File: config.mk
export PLATFORM = sky130hd
export DESIGN_NAME = pipeline_control_flat
export DESIGN_NICKNAME = d
export VERILOG_FILES = /design/src/rtl/pipeline_control_if.sv /design/src/rtl/pipeline_control.sv /design/src/flat_wrapper.sv
export SDC_FILE = /design/constraint.sdc
export NUM_CORES = 1
export LEC_CHECK = 0
export ABC_AREA = 0
export BUFFER_PORTS_ARGS = -buffer_cell sky130_fd_sc_hd__clkbuf_2
export CAP_MARGIN = 20
export CORE_MARGIN = 2
export CORE_UTILIZATION = 41
export CTS_CLUSTER_SIZE = 20
export DETAILED_ROUTE_END_ITERATION = 7
export GPL_TIMING_DRIVEN = 0
export PLACE_DENSITY = 0.94
export SYNTH_ARGS = -nofsm -noshare
export SYNTH_HDL_FRONTEND = slang
export SYNTH_SLANG_ARGS = --single-unit
File: constraint.sdc
create_clock -name clk -period 1 [get_ports clk]
set_input_delay 0.15 -clock clk [delete_from_list [all_inputs] [get_ports clk]]
set_output_delay 0.15 -clock clk [all_outputs]
set_load 0.05 [all_outputs]
File: src/rtl/pipeline_control_if.sv
// Decode-to-control bundle: opcode handshake from the decoder plus the
// per-stage control bundles and statistics returned by pipeline_control.
interface pipeline_control_if #(
    parameter int OPCODE_W = 6,
    parameter int WB_W     = 2,
    parameter int MEM_W    = 2,
    parameter int CALC_W   = 4
);
    logic [OPCODE_W-1:0] opCode;
    logic                opValid;
    logic                stall;
    logic                flush;

    logic [CALC_W-1:0]   exCalculationControl;
    logic [MEM_W-1:0]    exMemAccessControl;
    logic [WB_W-1:0]     exWriteBackControl;
    logic [MEM_W-1:0]    memMemAccessControl;
    logic [WB_W-1:0]     memWriteBackControl;
    logic [WB_W-1:0]     wbWriteBackControl;
    logic                exValid;
    logic                memValid;
    logic                wbValid;
    logic                illegalOp;
    logic [15:0]         issuedCount;
    logic [15:0]         bubbleCount;

    modport master (
        output opCode, opValid, stall, flush,
        input  exCalculationControl, exMemAccessControl, exWriteBackControl,
               memMemAccessControl, memWriteBackControl, wbWriteBackControl,
               exValid, memValid, wbValid, illegalOp, issuedCount, bubbleCount
    );

    modport slave (
        input  opCode, opValid, stall, flush,
        output exCalculationControl, exMemAccessControl, exWriteBackControl,
               memMemAccessControl, memWriteBackControl, wbWriteBackControl,
               exValid, memValid, wbValid, illegalOp, issuedCount, bubbleCount
    );
endinterface

File: src/rtl/pipeline_control.sv
// Decodes opcodes into EX/MEM/WB control bundles and carries them down the pipe
// with stall/flush bubbles. Define PIPELINE_CONTROL_STATS_EN for issue/bubble counters.
module pipeline_control #(
    parameter int OPCODE_W = 6,
    parameter int WB_W     = 2,
    parameter int MEM_W    = 2,
    parameter int CALC_W   = 4
) (
    input  logic             clk,
    input  logic             resetN,
    pipeline_control_if.slave bus
);

    logic [CALC_W-1:0] decCalc;
    logic [MEM_W-1:0]  decMem;
    logic [WB_W-1:0]   decWb;
    logic              decIllegal;

    logic [CALC_W-1:0] exCalc;
    logic [MEM_W-1:0]  exMem;
    logic [WB_W-1:0]   exWb;
    logic [MEM_W-1:0]  memMem;
    logic [WB_W-1:0]   memWb;
    logic [WB_W-1:0]   wbWb;
    logic              exValidQ;
    logic              memValidQ;
    logic              wbValidQ;
    logic              illegalQ;

    logic              accept;
    logic              stallBubble;

    assign accept      = bus.opValid & ~bus.stall & ~bus.flush;
    assign stallBubble = bus.stall | bus.flush;

    // Control bits sit in the low field positions; any wider bits stay zero.
    always_comb begin
        decCalc    = '0;
        decMem     = '0;
        decWb      = '0;
        decIllegal = 1'b0;
        case (bus.opCode)
            OPCODE_W'(0): ;
            OPCODE_W'(1): begin
                decWb[1]     = 1'b1;
                decCalc[2:0] = 3'b010;
            end
            OPCODE_W'(2): begin
                decWb[1:0]  = 2'b11;
                decMem[1]   = 1'b1;
                decCalc[3]  = 1'b1;
            end
            OPCODE_W'(3): begin
                decMem[0]  = 1'b1;
                decCalc[3] = 1'b1;
            end
            OPCODE_W'(4): begin
                decWb[1]   = 1'b1;
                decCalc[3] = 1'b1;
            end
            default: decIllegal = 1'b1;
        endcase
    end

    always_ff @(posedge clk or negedge resetN) begin
        if (!resetN) begin
            exCalc    <= '0;
            exMem     <= '0;
            exWb      <= '0;
            exValidQ  <= 1'b0;
            memMem    <= '0;
            memWb     <= '0;
            memValidQ <= 1'b0;
            wbWb      <= '0;
            wbValidQ  <= 1'b0;
            illegalQ  <= 1'b0;
        end else begin
            wbWb     <= memWb;
            wbValidQ <= memValidQ;

            if (bus.flush) begin
                memMem    <= '0;
                memWb     <= '0;
                memValidQ <= 1'b0;
            end else begin
                memMem    <= exMem;
                memWb     <= exWb;
                memValidQ <= exValidQ;
            end

            if (accept) begin
                exCalc   <= decCalc;
                exMem    <= decMem;
                exWb     <= decWb;
                exValidQ <= 1'b1;
                illegalQ <= decIllegal;
            end else begin
                exCalc   <= '0;
                exMem    <= '0;
                exWb     <= '0;
                exValidQ <= 1'b0;
                illegalQ <= 1'b0;
            end
        end
    end

    assign bus.exCalculationControl = exCalc;
    assign bus.exMemAccessControl   = exMem;
    assign bus.exWriteBackControl   = exWb;
    assign bus.memMemAccessControl  = memMem;
    assign bus.memWriteBackControl  = memWb;
    assign bus.wbWriteBackControl   = wbWb;
    assign bus.exValid              = exValidQ;
    assign bus.memValid             = memValidQ;
    assign bus.wbValid              = wbValidQ;
    assign bus.illegalOp            = illegalQ;

`ifdef PIPELINE_CONTROL_STATS_EN
    logic [15:0] issuedQ;
    logic [15:0] bubbleQ;

    // Both counters stick at all-ones rather than wrapping.
    always_ff @(posedge clk or negedge resetN) begin
        if (!resetN) begin
            issuedQ <= '0;
            bubbleQ <= '0;
        end else begin
            if (accept && issuedQ != 16'hFFFF)
                issuedQ <= issuedQ + 16'd1;
            if (stallBubble && bubbleQ != 16'hFFFF)
                bubbleQ <= bubbleQ + 16'd1;
        end
    end

    assign bus.issuedCount = issuedQ;
    assign bus.bubbleCount = bubbleQ;
`else
    logic unusedStats;
    assign unusedStats     = stallBubble;
    assign bus.issuedCount = 16'd0;
    assign bus.bubbleCount = 16'd0;
`endif

endmodule

File: src/flat_wrapper.sv
// flat-port wrapper written by rule: the top's interface ports become plain ports
module pipeline_control_flat 
#(
    parameter int OPCODE_W = 6,
    parameter int WB_W     = 2,
    parameter int MEM_W    = 2,
    parameter int CALC_W   = 4
)
  (clk, resetN, bus_opCode, bus_opValid, bus_stall, bus_flush, bus_exCalculationControl, bus_exMemAccessControl, bus_exWriteBackControl, bus_memMemAccessControl, bus_memWriteBackControl, bus_wbWriteBackControl, bus_exValid, bus_memValid, bus_wbValid, bus_illegalOp, bus_issuedCount, bus_bubbleCount);
  pipeline_control_if #(.OPCODE_W(OPCODE_W), .WB_W(WB_W), .MEM_W(MEM_W), .CALC_W(CALC_W)) bus_i ();
  input  logic clk;
  input  logic resetN;
  input wire logic [$bits(bus_i.opCode)-1:0] bus_opCode;
  input wire logic [$bits(bus_i.opValid)-1:0] bus_opValid;
  input wire logic [$bits(bus_i.stall)-1:0] bus_stall;
  input wire logic [$bits(bus_i.flush)-1:0] bus_flush;
  output wire logic [$bits(bus_i.exCalculationControl)-1:0] bus_exCalculationControl;
  output wire logic [$bits(bus_i.exMemAccessControl)-1:0] bus_exMemAccessControl;
  output wire logic [$bits(bus_i.exWriteBackControl)-1:0] bus_exWriteBackControl;
  output wire logic [$bits(bus_i.memMemAccessControl)-1:0] bus_memMemAccessControl;
  output wire logic [$bits(bus_i.memWriteBackControl)-1:0] bus_memWriteBackControl;
  output wire logic [$bits(bus_i.wbWriteBackControl)-1:0] bus_wbWriteBackControl;
  output wire logic [$bits(bus_i.exValid)-1:0] bus_exValid;
  output wire logic [$bits(bus_i.memValid)-1:0] bus_memValid;
  output wire logic [$bits(bus_i.wbValid)-1:0] bus_wbValid;
  output wire logic [$bits(bus_i.illegalOp)-1:0] bus_illegalOp;
  output wire logic [$bits(bus_i.issuedCount)-1:0] bus_issuedCount;
  output wire logic [$bits(bus_i.bubbleCount)-1:0] bus_bubbleCount;
  assign bus_i.opCode = bus_opCode;
  assign bus_i.opValid = bus_opValid;
  assign bus_i.stall = bus_stall;
  assign bus_i.flush = bus_flush;
  assign bus_exCalculationControl = bus_i.exCalculationControl;
  assign bus_exMemAccessControl = bus_i.exMemAccessControl;
  assign bus_exWriteBackControl = bus_i.exWriteBackControl;
  assign bus_memMemAccessControl = bus_i.memMemAccessControl;
  assign bus_memWriteBackControl = bus_i.memWriteBackControl;
  assign bus_wbWriteBackControl = bus_i.wbWriteBackControl;
  assign bus_exValid = bus_i.exValid;
  assign bus_memValid = bus_i.memValid;
  assign bus_wbValid = bus_i.wbValid;
  assign bus_illegalOp = bus_i.illegalOp;
  assign bus_issuedCount = bus_i.issuedCount;
  assign bus_bubbleCount = bus_i.bubbleCount;
  pipeline_control #(.OPCODE_W(OPCODE_W), .WB_W(WB_W), .MEM_W(MEM_W), .CALC_W(CALC_W)) u_core (.clk(clk), .resetN(resetN), .bus(bus_i));
endmodule
==> results of run 1 <==
## per-stage QoR
step | util | instances | hold WS [ns]
after floorplan | - | 104 | -0.146
after global placement | 0.601 | 155 | 0.0482
after detailed placement | 0.601 | 155 | 0.0591
after CTS | 0.702 | 162 | 0.0675
after global routing | 0.716 | 162 | 0.0695
final | 0.716 | 162 | 0.0762
## cells by family (layout without fill, tap and decap cells)
| group | after synthesis | after routing | synth area share |
|---|---|---|---|
| buf+inv | 37 | 70 | 0.360 |
| flops | 14 | 14 | 0.460 |
| other cells | 1 | 34 | 0.00492 |
| simple gates | 14 | 14 | 0.135 |
| compound gates | 4 | 4 | 0.0296 |
| xor+xnor | 1 | 1 | 0.0115 |
## synth_stat cells, drive strengths merged
library cell | count | area share
nor3 | 3 | 0.020
nor2 | 1 | 0.0049
xor2 | 1 | 0.011
and2b | 4 | 0.039
dfrtp | 14 | 0.46
a21boi | 1 | 0.0099
nand2b | 2 | 0.016
buf | 36 | 0.35
nand2 | 2 | 0.013
inv | 1 | 0.0049
nor3b | 1 | 0.025
a21oi | 2 | 0.013
o21ai | 1 | 0.0066
conb | 1 | 0.0049
nor4 | 1 | 0.016
## worst max path at each step
stage                                                     start                                          to  slack, ns  cells past startpoint
detailed placement                                bus_opCode[3]  u_core.bus.exWriteBackControl[0]$_DFF_PN0_       0.05                      4
global placement                                  bus_opCode[3]  u_core.bus.exMemAccessControl[0]$_DFF_PN0_       0.06                      4
finish              u_core.bus.memWriteBackControl[0]$_DFF_PN0_                  bus_memWriteBackControl[0]      -0.13                      2
global route        u_core.bus.memWriteBackControl[0]$_DFF_PN0_                  bus_memWriteBackControl[0]      -0.17                      2
floorplan           u_core.bus.memWriteBackControl[0]$_DFF_PN0_                  bus_memWriteBackControl[0]        0.1                      1
CTS                 u_core.bus.memWriteBackControl[0]$_DFF_PN0_                  bus_memWriteBackControl[0]      -0.14                      2
## where the power goes
part           total, mW  switching, mW  internal (mW)
combinational      0.494          0.358          0.137
clock              0.376          0.155          0.221
sequential         0.576        0.00399          0.572
total               1.45          0.517          0.929
## final cells by class
type | instances | area, um^2 | share of cell area
sequential | 14 | 353 | 0.282
timing repair buffer | 29 | 287 | 0.229
buffer | 36 | 278 | 0.222
multi-input combinational | 53 | 262 | 0.209
clock buffer | 4 | 36.3 | 0.0290
tap | 25 | 31.3 | 0.0250
inverter | 1 | 3.75 | 0.00300
## state kept, by name (all words and copies together), names as in the netlist
name,flops
u_core.bus.exMemAccessControl,1
u_core.bus.wbWriteBackControl,2
u_core.bus.memValid,1
u_core.bus.illegalOp,1
u_core.bus.exValid,1
u_core.bus.memWriteBackControl,2
u_core.bus.memMemAccessControl,1
u_core.bus.exCalculationControl,2
u_core.bus.exWriteBackControl,2
u_core.bus.wbValid,1
## routing by layer
layer	part of all wire	vias to the layer above	wire length (um)
met5	0	-	0
met4	0	0	0
met3	0.090	0	119
met2	0.58	36	765
met1	0.33	259	437
li1	-	282	-
## timing repair
item | 4_1_cts | 5_1_grt
gates resized for setup | 27 | 18
endpoints found under the hold margin | 14 | 0
hold buffers | 1 | 0
endpoints found under the setup margin | 16 | 16
setup buffers | 2 | 0
cloned | 0 | 0
==> impl_metrics.yaml, run 1 <==
power:
  p_leak_nw: 0.744
  power_mw: 1.45
  powerDensity_nw_per_um2: 1160
  ir_worst_vdd_mv: 0.585
routing:
  totalWireLength_um: 1320
  vias_per_cell: 3.56
  wire_per_inst_um: 8.16
  drcViolationCount: 0
  drt_first_pass_iters: 2
  first_iter_violations: 1
  num_vias: 577
  drtAntennaViolNets: 0
final_layout:
  final_common_cell: "buf_4"
  post_route_cells_drive_above_1_share: 0.533
  diodes: 0
  most-common-layout-cells: "39 x buf_4, 34 x conb_1, 12 x dfrtp_1"
  area_growth_syn_to_layout_pct: 64.0
  final_area_um2: 1250
  nNetsFinal: 149
  n_fill_cell: 123
logic_synthesis:
  syn_area_per_cell_um2: 10.7
  synth_cell_types: 16
  ys_ff_latch: 14
  synth_area_um2: 762
  ys_seq_area_frac: 0.460
  yosysWarnings: 0
  syn-instance-count: 71
global_routing:
  grt_pass1_vias: 472
  grt_max_degree: 15
  gr-usage-met2: 0.238
  grt_pass1_wl_um: 1900
  use_met3: 0.0308
  grtUsageTotal: 0.120
  grt_busiest_layer: "met2"
  grt_overflow: 0
  grt_antenna_before_repair: 0
  met1_usage: 0.122
sta:
  setup_ws_ns: -0.126
  skew_ns: 0.000467
  fin_crit_sh: 1.13
  fmax_mhz: 888
  setup_tns_ns: -0.328
  slew_viol_final: 0
  period_minus_slack_ns: 1.13
  setup_violations: 4
  grt_setup_unrepaired: "yes"
  hold_viol: 0
die:
  die_h_um: 47.1
  initial_utilization: 0.437
  die_w_um: 47.1
  core_um2: 1750
  row_count: 15
  die_area_um2: 2220
  ios: 61
cts:
  cts_tree: "done"
  htreeDepth: 1
  clock_path_buffers: 2
  cts-root-buf: "clkbuf_4"
  numCtsBuffers: 3
  clock_sinks: 14
  insertion_delay_ns: 0.26
  path_clk_slew_ns: 0.08
run:
  drv_cap: 0
placement:
  placed_cell_area_um2: 1050
  port_buffers: 26
  dp.final_hpwl_um: 1110
  dp_worst_setup_slack_ns: 0.0511
  gp_congestion: 0.679
setup_path:
  rr_worst_depth: 1
  cpPeakStageDelay_ns: 0.43
  path_buf_inv: 2
  cp_slowest_cell: "dfrtp_2"
  required_ns: 0.85
  cp-end-kind: "primary output"
  critPathKind: "flip-flop to primary output"
  path_cells: "buf_6 -> clkbuf_16"
  rr_endpoint: "u_core.bus.memWriteBackControl[0]$_DFF_PN0_"
  worstPathArrival_ns: 0.98
  r2r-start: "u_core.bus.exWriteBackControl[0]$_DFF_PN0_"
  rrSetupSlack_ns: 0.32
  cp_top_family: "flip-flops"
  worstPathMaxFanout: 3
  startpoint_type: "flip-flop"
worst_hold_path:
  hold_depth: 2
  hold_class: "primary input to flip-flop"
  hold_end: "u_core.bus.exValid$_DFF_PN0_"
  min_from: "bus_stall"
run_status:
  status: "finished with violations"
  violations: "negative setup slack"
No activity file was read; power rests on OpenSTA's default activity.
==> inputs of run 2 (changes only) <==
--- a/config.mk
+++ b/config.mk
@@ -14,6 +14,7 @@
 export DETAILED_ROUTE_END_ITERATION = 7
 export GPL_TIMING_DRIVEN = 0
 export PLACE_DENSITY = 0.94
+export REMOVE_ABC_BUFFERS = 1
 export SYNTH_ARGS = -nofsm -noshare
 export SYNTH_HDL_FRONTEND = slang
 export SYNTH_SLANG_ARGS = --single-unit
==> run 2 against run 1 <==
  * The flow still finishes with violations (negative setup slack)
  * Worst setup slack better by 0.11 ns
  * Hold slack worse by 0.00098 ns
  * First-iteration DRC count grew to 4.0 times the previous value
  * Count of clock-buffer cells in the layout decreased by 1
  * Final cell count is 22% lower
  * Final area down 24%
  * Largest cell class is now registers
  * Critical path depth shrank 1
==> impl_metrics.yaml, run 2 (synthesis gave the netlist of run 1 again) <==
power:
  ir_worst_vdd_mv: 0.525
  powerDensity_nw_per_um2: 1300
  p_leak_nw: 0.543
  power_mw: 1.24
setup_path:
  cpPeakStageDelay_ns: 0.41
  cp-end-kind: "primary output"
  cp_slowest_cell: "dfrtp_1"
  worstPathArrival_ns: 0.87
  path_buf_inv: 1
  startpoint_type: "flip-flop"
  required_ns: 0.85
  cp_top_family: "flip-flops"
  path_cells: "clkbuf_8"
  worstPathMaxFanout: 3
  critPathKind: "flip-flop to primary output"
die:
  core_um2: 1750
  ios: 61
  row_count: 15
  die_w_um: 47.1
  die_h_um: 47.1
  die_area_um2: 2220
  initial_utilization: 0.437
routing:
  vias_per_cell: 3.82
  drcViolationCount: 0
  wire_per_inst_um: 9.00
  drt_first_pass_iters: 2
  totalWireLength_um: 1130
  drtAntennaViolNets: 0
  first_iter_violations: 4
  num_vias: 481
global_routing:
  grt_pass1_vias: 422
  grt_overflow: 0
  grt_antenna_before_repair: 0
  grt_pass1_wl_um: 1730
  grtUsageTotal: 0.111
  grt_max_degree: 15
final_layout:
  nNetsFinal: 114
  n_fill_cell: 151
  final_common_cell: "conb_1"
  most-common-layout-cells: "34 x conb_1, 13 x dfrtp_1, 10 x clkbuf_2"
  diodes: 0
  multiInputGateArea_um2: 262
  final_core_util: 0.547
  final_area_um2: 955
  area_growth_syn_to_layout_pct: 25.3
  register_area_um2: 352
  post_route_cells_drive_above_1_share: 0.356
placement:
  port_buffers: 26
  gp_congestion: 0.641
  dp.final_hpwl_um: 865
  placed_cell_area_um2: 777
  dp_worst_setup_slack_ns: 0.0607
cts:
  htreeDepth: 1
  path_clk_slew_ns: 0.07
  clock_path_buffers: 2
  clock_sinks: 14
  cts-root-buf: "clkbuf_4"
  numCtsBuffers: 3
  insertion_delay_ns: 0.26
  cts_tree: "done"
sta:
  hold_viol: 0
  period_minus_slack_ns: 1.02
  setup_violations: 4
  slew_viol_final: 0
  skew_ns: 0.000442
  fmax_mhz: 982
  grt_setup_unrepaired: "yes"
  setup_ws_ns: -0.0186
  hold_slack_ns: 0.0752
  fin_crit_sh: 1.02
run_status:
  status: "finished with violations"
  violations: "negative setup slack"
worst_hold_path:
  hold_class: "primary input to flip-flop"
run:
  drv_cap: 0
[run 2: routing by layer]
layer  global-route usage  wire length [um]  up-vias
li1                     -                 -      213
met2                0.211               583       48
met5                    0                 0        -
met4               0.0667                 0        0
met1                0.113               354      220
met3               0.0154               196        0
[run 2: area by class of cell]
cell class,count,share of cell area
clock buffer,3,0.0236
sequential,14,0.368
tap,25,0.0328
timing repair buffer,30,0.298
multi-input combinational,53,0.274
inverter,1,0.00393
[run 2: worst reg2reg max path, stage by stage (launching register included)]
cell and delay [ns]:
dfrtp_1 0.41, buf_4 0.14, buf_4 0.12
[run 2: where the power goes]
part           total, mW  switching, mW  internal (mW)
Combinational      0.386          0.340         0.0460
Sequential         0.576        0.00417          0.572
Clock              0.282          0.143          0.139
[run 2: worst paths after layout]
path / from / endpoint / slack, ns / cells past startpoint
setup / recovery: u_core.bus.exWriteBackControl[0]$_DFF_PN0_ / bus_exWriteBackControl[0] / -0.02 / 1
hold / removal: bus_stall / u_core.bus.exValid$_DFF_PN0_ / 0.08 / 2
setup reg to reg: u_core.bus.memValid$_DFF_PN0_ / u_core.bus.wbValid$_DFF_PN0_ / 0.23 / 2
hold reg to reg: u_core.bus.memWriteBackControl[1]$_DFF_PN0_ / u_core.bus.wbWriteBackControl[1]$_DFF_PN0_ / 0.43 / 0
max in group asynchronous: resetN / u_core.bus.memWriteBackControl[0]$_DFF_PN0_ / 0.42 / 2
min in group asynchronous: resetN / u_core.bus.exWriteBackControl[1]$_DFF_PN0_ / 0.32 / 2
[run 2: through the flow]
step	TNS [ns]	std cells
2_1_floorplan	-0.444	68
3_3_place_gp	0	119
3_5_place_dp	0	119
4_1_cts	-0.0522	125
5_1_grt	-0.223	126
6_report	-0.0556	126
[run 2: what timing repair did]
item	in CTS	in global routing
resized for setup	27	14
hold endpoints to repair	14	0
setup buffers	2	1
setup endpoints to repair	16	14
hold buffers	1	0
==> inputs of run 3 (changes only) <==
--- a/config.mk
+++ b/config.mk
@@ -8,13 +8,11 @@
 export ABC_AREA = 0
 export BUFFER_PORTS_ARGS = -buffer_cell sky130_fd_sc_hd__clkbuf_2
 export CAP_MARGIN = 20
-export CORE_MARGIN = 2
 export CORE_UTILIZATION = 41
 export CTS_CLUSTER_SIZE = 20
 export DETAILED_ROUTE_END_ITERATION = 7
 export GPL_TIMING_DRIVEN = 0
 export PLACE_DENSITY = 0.94
-export REMOVE_ABC_BUFFERS = 1
 export SYNTH_ARGS = -nofsm -noshare
 export SYNTH_HDL_FRONTEND = slang
 export SYNTH_SLANG_ARGS = --single-unit
==> run 3 against run 2 <==
  * The run still ends with negative setup slack left
  * Final cell count is 29% higher
  * Register-to-register slack better by 0.02 ns
  * Total power is 16% higher
  * Sequential power hardly changed
  * Final area is 33% higher
  * Count of clock-buffer cells in the layout rose by 1
  * Clock power is 35% higher
  * Highest routed layer unchanged
==> impl_metrics.yaml, run 3 (synthesis gave the netlist of run 1 again) <==
run_status:
  status: "finished with violations"
  violations: "negative setup slack"
final_layout:
  register_area_um2: 353
  n_fill_cell: 125
  post_route_cells_drive_above_1_share: 0.533
  most-common-layout-cells: "38 x buf_4, 34 x conb_1, 12 x dfrtp_1"
  final_common_cell: "buf_4"
  nNetsFinal: 149
  diodes: 0
  multiInputGateArea_um2: 262
  final_core_util: 0.735
  area_growth_syn_to_layout_pct: 66.5
die:
  die_area_um2: 2030
  row_count: 15
  ios: 61
  die_h_um: 45.1
  initial_utilization: 0.441
  die_w_um: 45.1
  core_um2: 1730
routing:
  totalWireLength_um: 1340
  drcViolationCount: 0
  drt_first_pass_iters: 2
  wire_per_inst_um: 8.25
  vias_per_cell: 3.44
  drtAntennaViolNets: 0
  num_vias: 557
  first_iter_violations: 2
sta:
  period_minus_slack_ns: 1.13
  setup_ws_ns: -0.130
  fin_crit_sh: 1.13
  slew_viol_final: 0
  fmax_mhz: 885
  grt_setup_unrepaired: "yes"
  hold_viol: 0
  skew_ns: 0.000282
  setup_violations: 4
power:
  ir_worst_vdd_mv: 0.613
  power.share.clock: 0.263
  switching_share: 0.360
  p_leak_nw: 0.748
  intPower_mw: 0.927
  comb_power_share: 0.340
  power_mw: 1.45
  switchingPower_mw: 0.521
  p_seq_frac: 0.397
  powerDensity_nw_per_um2: 1140
cts:
  path_clk_slew_ns: 0.08
  htreeDepth: 1
  numCtsBuffers: 3
  clock_path_buffers: 2
  insertion_delay_ns: 0.27
  clock_sinks: 14
  cts-root-buf: "clkbuf_4"
  cts_tree: "done"
setup_path:
  startpoint_type: "flip-flop"
  worstPathMaxFanout: 3
  required_ns: 0.85
  critPathKind: "flip-flop to primary output"
  worstPathArrival_ns: 0.98
  cp-end-kind: "primary output"
placement:
  gp_congestion: 0.685
  port_buffers: 26
  dp.final_hpwl_um: 1050
run:
  drv_cap: 0
global_routing:
  grt_antenna_before_repair: 0
  grt_overflow: 0
  grt_max_degree: 15
  grtUsageTotal: 0.129
  grt_pass1_wl_um: 1830
  grt_pass1_vias: 472
worst_hold_path:
  hold_class: "primary input to flip-flop"
run 3: changes by cell type in the layout (fill, tap and decap cells not counted), sizes merged:
cell / before / now
buf: 15 / 50
clkbuf: 17 / 18
run 3: area by class of cell:
class,instances,share of cell area
Tap cell,25,0.0247
Sequential cell,14,0.278
Clock buffer,4,0.0286
Multi-Input combinational cell,53,0.206
Inverter,1,0.00296
Timing Repair Buffer,29,0.241
Buffer,36,0.219
run 3: worst max-delay path: stages, from the launching register on:
cell       delay, ns
dfrtp_2         0.43
buf_6           0.12
clkbuf_16       0.16
run 3: path summary, 6_finish.rpt:
check / from / to / slack, ns / cells after the start
worst max-delay path: u_core.bus.memWriteBackControl[0]$_DFF_PN0_ / bus_memWriteBackControl[0] / -0.13 / 2
worst min-delay path: bus_stall / u_core.bus.exValid$_DFF_PN0_ / 0.07 / 2
worst max register to register: u_core.bus.memWriteBackControl[1]$_DFF_PN0_ / u_core.bus.wbWriteBackControl[1]$_DFF_PN0_ / 0.25 / 2
worst min register to register: u_core.bus.memValid$_DFF_PN0_ / u_core.bus.wbValid$_DFF_PN0_ / 0.42 / 0
max in group asynchronous: resetN / u_core.bus.exWriteBackControl[0]$_DFF_PN0_ / 0.44 / 2
min in group asynchronous: resetN / u_core.bus.exWriteBackControl[1]$_DFF_PN0_ / 0.31 / 2
run 3: timing repair:
action,CTS,global route
setup buffers,1,1
endpoints found under the hold margin,14,0
pin swaps,0,0
hold buffers,1,0
setup endpoints to repair,16,16
resized for setup,32,12
run 3: power groups by stage:
stage | sequential [mW] | clock, mW | combinational (mW)
after global placement | 0.585 | 0 | 0.471
after CTS | 0.574 | 0.401 | 0.485
after global routing | 0.576 | 0.428 | 0.515
after detailed placement | 0.585 | 0 | 0.475
after floorplan | 0.607 | 0 | 0.403
final | 0.575 | 0.381 | 0.492
run 3: stage by stage:
stage	setup slack, ns	area (um^2)	TNS [ns]	hold WS [ns]	std cells
6_report	-0.130	1270	-0.384	0.0688	162
5_1_grt	-0.163	1270	-0.636	0.0548	162
3_5_place_dp	0.0636	1050	0	0.0619	155
2_1_floorplan	0.0968	888	0	-0.146	104
3_3_place_gp	0.0568	1050	0	0.0495	155
4_1_cts	-0.135	1250	-0.404	0.0598	161
run 3: routing by layer:
layer | up-vias | track usage | wire length, um | part of all wire
met5 | - | 0 | 0 | 0
li1 | 286 | - | - | -
met2 | 39 | 0.261 | 733 | 0.55
met3 | 0 | 0.0320 | 154 | 0.12
met1 | 232 | 0.110 | 448 | 0.34
met4 | 0 | 0.0727 | 0 | 0
